`config.mk`:
```
export PLATFORM = sky130hd
export DESIGN_NAME = stage_mem_wb
export DESIGN_NICKNAME = d
export VERILOG_FILES = /design/src/rtl/stage_mem_wb.sv
export SDC_FILE = /design/constraint.sdc
export NUM_CORES = 2
export LEC_CHECK = 0
export ABC_AREA = 0
export CAP_MARGIN = 30
export CORE_UTILIZATION = 62
export DETAILED_ROUTE_END_ITERATION = 7
export PLACE_DENSITY_LB_ADDON = 0.25
export SYNTH_ARGS = -nofsm -noshare
export SYNTH_HDL_FRONTEND = slang
export SYNTH_SLANG_ARGS = --single-unit
```
`constraint.sdc`:
```
create_clock -name clk -period 4.3 [get_ports clk]
set_input_delay 0.86 -clock clk [delete_from_list [all_inputs] [get_ports clk]]
set_output_delay 0.86 -clock clk [all_outputs]
set_load 0.05 [all_outputs]
```
`src/rtl/stage_mem_wb.sv`:
```
// MEM stage: wait-stated data memory, MEM/WB pipeline register and write-back mux.
// Optional feature macro: MEM_BOUNDS_CHECK_EN (range-checks accesses and drives addr_err).
module stage_mem_wb #(
  parameter int unsigned MEM_WORDS   = 64,
  parameter int unsigned ADDR_BASE   = 1024,
  parameter int unsigned WAIT_STATES = 2
) (
  input  logic        clk,
  input  logic        rst,
  input  logic        wb_en_in,
  input  logic        mem_read_en_in,
  input  logic        mem_write_en_in,
  input  logic [31:0] alu_res_in,
  input  logic [31:0] val_rm_in,
  input  logic [3:0]  dest_in,
  output logic        ready,
  output logic        wb_en_wb,
  output logic [3:0]  dest_wb,
  output logic [31:0] value_wb,
  output logic        addr_err
);

  localparam int unsigned IdxW    = (MEM_WORDS > 1) ? $clog2(MEM_WORDS) : 1;
  localparam logic [3:0]  WaitCnt = 4'(WAIT_STATES);

  typedef enum logic [0:0] {StIdle, StWait} state_e;

  state_e     state_q, state_d;
  logic [3:0] cnt_q, cnt_d;

  logic            mem_op, is_load, is_store, complete, in_range;
  logic [31:0]     offset, word_off, rd_data, value_d;
  logic [IdxW-1:0] idx;
  logic [31:0]     mem [MEM_WORDS];

  // A simultaneous read+write request is treated as a store.
  assign mem_op   = mem_read_en_in | mem_write_en_in;
  assign is_store = mem_write_en_in;
  assign is_load  = mem_read_en_in & ~mem_write_en_in;

  assign offset   = alu_res_in - 32'(ADDR_BASE);
  assign word_off = offset >> 2;
  assign idx      = IdxW'(word_off);

`ifdef MEM_BOUNDS_CHECK_EN
  assign in_range = (alu_res_in >= 32'(ADDR_BASE)) && (word_off < 32'(MEM_WORDS));
`else
  assign in_range = 1'b1;
`endif

  // State register
  always_ff @(posedge clk or negedge rst) begin
    if (!rst) begin
      state_q <= StIdle;
      cnt_q   <= 4'd0;
    end else begin
      state_q <= state_d;
      cnt_q   <= cnt_d;
    end
  end

  // Next-state logic
  always_comb begin
    state_d = state_q;
    cnt_d   = cnt_q;
    unique case (state_q)
      StIdle: begin
        if (mem_op && (WaitCnt != 4'd0)) begin
          state_d = StWait;
          cnt_d   = 4'd1;
        end
      end
      StWait: begin
        if (cnt_q == WaitCnt) begin
          state_d = StIdle;
          cnt_d   = 4'd0;
        end else begin
          cnt_d = cnt_q + 4'd1;
        end
      end
    endcase
  end

  // Output logic; ready is forced high while reset is held
  always_comb begin
    ready = 1'b1;
    if (rst) begin
      unique case (state_q)
        StIdle: ready = ~(mem_op && (WaitCnt != 4'd0));
        StWait: ready = (cnt_q == WaitCnt);
      endcase
    end
  end

  // Gating with rst keeps a store aborted by reset from landing in memory.
  assign complete = ready & rst;

  always_ff @(posedge clk) begin
    if (complete && is_store && in_range) begin
      mem[idx] <= val_rm_in;
    end
  end

  assign rd_data = in_range ? mem[idx] : 32'h0;
  assign value_d = is_load ? rd_data : alu_res_in;

  // MEM/WB register: stall cycles insert a bubble, dest/value hold
  always_ff @(posedge clk or negedge rst) begin
    if (!rst) begin
      wb_en_wb <= 1'b0;
      dest_wb  <= 4'd0;
      value_wb <= 32'h0;
    end else if (complete) begin
      wb_en_wb <= wb_en_in;
      dest_wb  <= dest_in;
      value_wb <= value_d;
    end else begin
      wb_en_wb <= 1'b0;
    end
  end

`ifdef MEM_BOUNDS_CHECK_EN
  logic err_q;

  always_ff @(posedge clk or negedge rst) begin
    if (!rst) begin
      err_q <= 1'b0;
    end else begin
      err_q <= complete & mem_op & ~in_range;
    end
  end

  assign addr_err = err_q;
`else
  assign addr_err = 1'b0;
`endif

endmodule

```
==> metrics.md <==
| Metric | Value |
|---|---|
| Clock skew | `0.0434 ns` |
| Reg clk slew, reported paths | `0.06 ns` |
| CTS Root Cell | `clkbuf_16` |
| Total gr overflow | `0` |
| Synth warn | `0` |
| Area of the multi-input gates | `17300 um^2` |
| Final setup viols | `0` |
| Vias in the first global route | `46700` |
| F_max | `267 MHz` |
| Syn_area_per_cell | `18.9 um^2` |
| Status | `complete, but fails checks` |
| Post-synth EDFFs | `2048` |
| IO buf count | `110` |
| Routed vias/inst | `7.40` |
| Mapped Cells | `4294` |
| Worst VDD drop | `0.447 mV` |
| Average routed wire per standard cell | `39.1 um` |
| Ys async rst share | `0.0201` |
| Synth cell types | `74` |
| Psw | `10.8 mW` |
| Number of antenna violations at the first check in global routing | `13` |
| Seq/Total Area, Yosys | `0.773` |
| RSZ-0062 raised after global routing | `false` |
| Ys flop type | `edfxtp_1` |
| Min Hold Slack | `0.377 ns` |
| Nets | `4772` |
| DP Cell Count | `6233` |
| Slew margin rel. | `0.0392` |
| Tmin final | `3.75 ns` |
| PwrDens | `472 nW/um^2` |
| Reg area | `62600 um^2` |
| Max-Cap Viols | `0` |
| WL final | `259000 um` |
| H-tree depth | `4` |
| Number of remaining DRC errors | `8` |
| Final slew viol count | `0` |
| Data required time of the worst path | `4.97 ns` |
| Comb power frac | `0.094` |
| Die Area | `132000 um^2` |
| R2r setup slk | `0.89 ns` |
| Tcrit/Tclk final | `0.872` |
| Worst-Margin Slew | `1.44 ns` |
| Static Leakage | `29.9 nW` |
| Most common cell after layout, fill and taps aside | `edfxtp_1` |
| Fillcell total | `7533` |
| Crit path launch type | `input port` |
| Overall die height | `363 um` |
| Mapped Nets | `4369` |
| Die Wd | `363 um` |
| Register share of total power | `0.520` |
| Core footprint | `129000 um^2` |
| Gpl congestion | `0.968` |
| Hold/Removal Path Class | `input port to flop` |
| Global-route wire length before repair | `358000 um` |
| Num rows | `132` |
| Clk buf depth | `3` |
| Most frequent cells in the layout | `edfxtp_1 (2048), buf_4 (294), a221oi_1 (241)` |
| Crit path DAT | `4.42 ns` |
| Worst skew pair latency | `0.86 ns` |
| Failing checks | `DRC` |
| Flops & latches, synth | `2090` |
| Detailed Route Iter0 Violations | `9526` |
| Netlist Area Pre-Place | `81000 um^2` |
| Layout overhead on the synthesized area | `15.4%` |
| Clk network pwr share | `0.387` |
| Final Hold Vio Count | `0` |
| Int Power | `33.3 mW` |
| Initial core utilization | `0.625` |
| CP endpoint kind | `flop` |
| Setup TNS | `0 ns` |
| Share of cells above drive strength 1 | `0.248` |
| Net Sw Frac | `0.244` |
| ANT nets after route | `0` |
| Total track usage | `0.395` |
| Pin count of the biggest net entering global routing | `86` |
| Ports | `112` |
| CTS tree | `done` |
| DR pass1 iterations | `8` |
| DPL Wire Length | `159000 um` |
| Via count | `48900` |
| Clock sink count | `2090` |
| WS Path Type | `input port to flop` |
| Worst-path fanout max | `61` |
| Number of buffers created by CTS | `199` |
| Post-route insts no fill | `6617` |
worst max-delay path, stage by stage:
cell and delay [ns]:
buf_8 0.52, buf_4 0.45, mux2_2 0.38, a221oi_1 0.29, o22ai_1 0.17, a22o_1 0.32
a221oi_1 1.13, a21oi_1 0.17
worst paths after layout:
kind                               start           end  cells past startpoint
min                        val_rm_in[29]    mem[3][29]                      1
min in group asynchronous            rst    dest_wb[1]                      2
max reg2reg                     cnt_q[0]  value_wb[24]                     10
max                        alu_res_in[3]   value_wb[6]                      8
min reg2reg                   dest_wb[0]    dest_wb[0]                      2
max in group asynchronous            rst  value_wb[29]                      3
synthesized netlist by cell type, drive strengths merged (2+ instances only):
library cell,count,area (um^2)
a2111oi,6,58.8
a211o,6,52.6
a211oi,6,45.0
a21oi,99,495
a221o,28,280
a221oi,245,2170
a22o,29,254
a22oi,169,1270
a2bb2oi,9,78.8
a31oi,25,156
a32oi,3,26.3
and2,10,62.6
and3,9,56.3
and4,2,17.5
buf,227,1440
clkbuf,73,274
dfrtp,42,1050
edfxtp,2048,61500
ha,2,25.0
inv,7,26.3
mux2,239,2690
mux2i,138,1380
mux4,170,3830
nand2,154,578
nand2b,6,40.0
nand3,21,105
nand4,8,50.1
nor2,150,568
nor2b,9,56.3
nor3,17,101
nor4,3,18.8
nor4b,3,38.8
o2111a,2,22.5
o2111ai,2,17.5
o211ai,8,60.1
o21a,6,45.0
o21ai,114,571
o221a,5,56.3
o221ai,22,193
o22a,8,70.1
o22ai,97,607
o2bb2ai,23,201
or2,4,25.0
or3,24,150
cell type report:
cell class                      count  area share
Antenna cell                       10    0.000268
Clock inverter                    100      0.0102
Sequential cell                  2090       0.670
Timing Repair Buffer              502      0.0544
Tap cell                         1742      0.0233
Clock buffer                      269      0.0570
Multi-Input combinational cell   1897       0.185
Inverter                            7    0.000402
routing by layer:
layer  wire length (um)  track usage
met5                422       0.0149
met4              17900        0.221
met3              42700        0.139
met2             113000        0.573
met1              84200        0.524
sequential cells by signal (all words and copies together), names as in the netlist:
signal,cells
dest_wb,4
value_wb,32
mem,2048
wb_en_wb,1
state_q,1
cnt_q,4
what timing repair did:
item | 4_1_cts | 5_1_grt
hold buffers | 1 | 0
gates resized for setup | 0 | 0
setup buffers | 0 | 0
hold endpoints to repair | 6 | 0
kinds of logic (layout without fill, tap and decap cells):
family | after synthesis | in the layout | share of synthesized area
and+or+nand+nor | 424 | 424 | 0.0235
DFF | 2090 | 2090 | 0.773
muxes | 547 | 547 | 0.0976
buffers and inverters | 307 | 878 | 0.0215
other | 1 | 11 | 0.0000463
AOI/OAI and AO/OA | 923 | 923 | 0.0844
adders and majority gates | 2 | 2 | 0.000309
power by group through the flow:
stage          sequential [mW]  combinational (mW)  clock (mW)
2_1_floorplan             23.7                1.44           0
3_3_place_gp              23.3                3.86           0
3_5_place_dp              23.3                3.95           0
4_1_cts                   22.9                3.97        17.0
5_1_grt                   22.9                4.18        17.8
6_report                  22.9                4.13        17.0
per-stage QoR:
stage	area (um^2)	util	power [mW]	setup slack, ns
after CTS	93300	0.721	43.9	0.642
after global routing	93400	0.721	44.9	0.572
after detailed placement	87000	0.672	27.2	-0.0855
final	93400	0.721	44.1	0.551
after global placement	86800	0.670	27.2	-0.0167
after floorplan	81000	-	25.1	0.396
No activity file was read; power rests on OpenSTA's default activity.
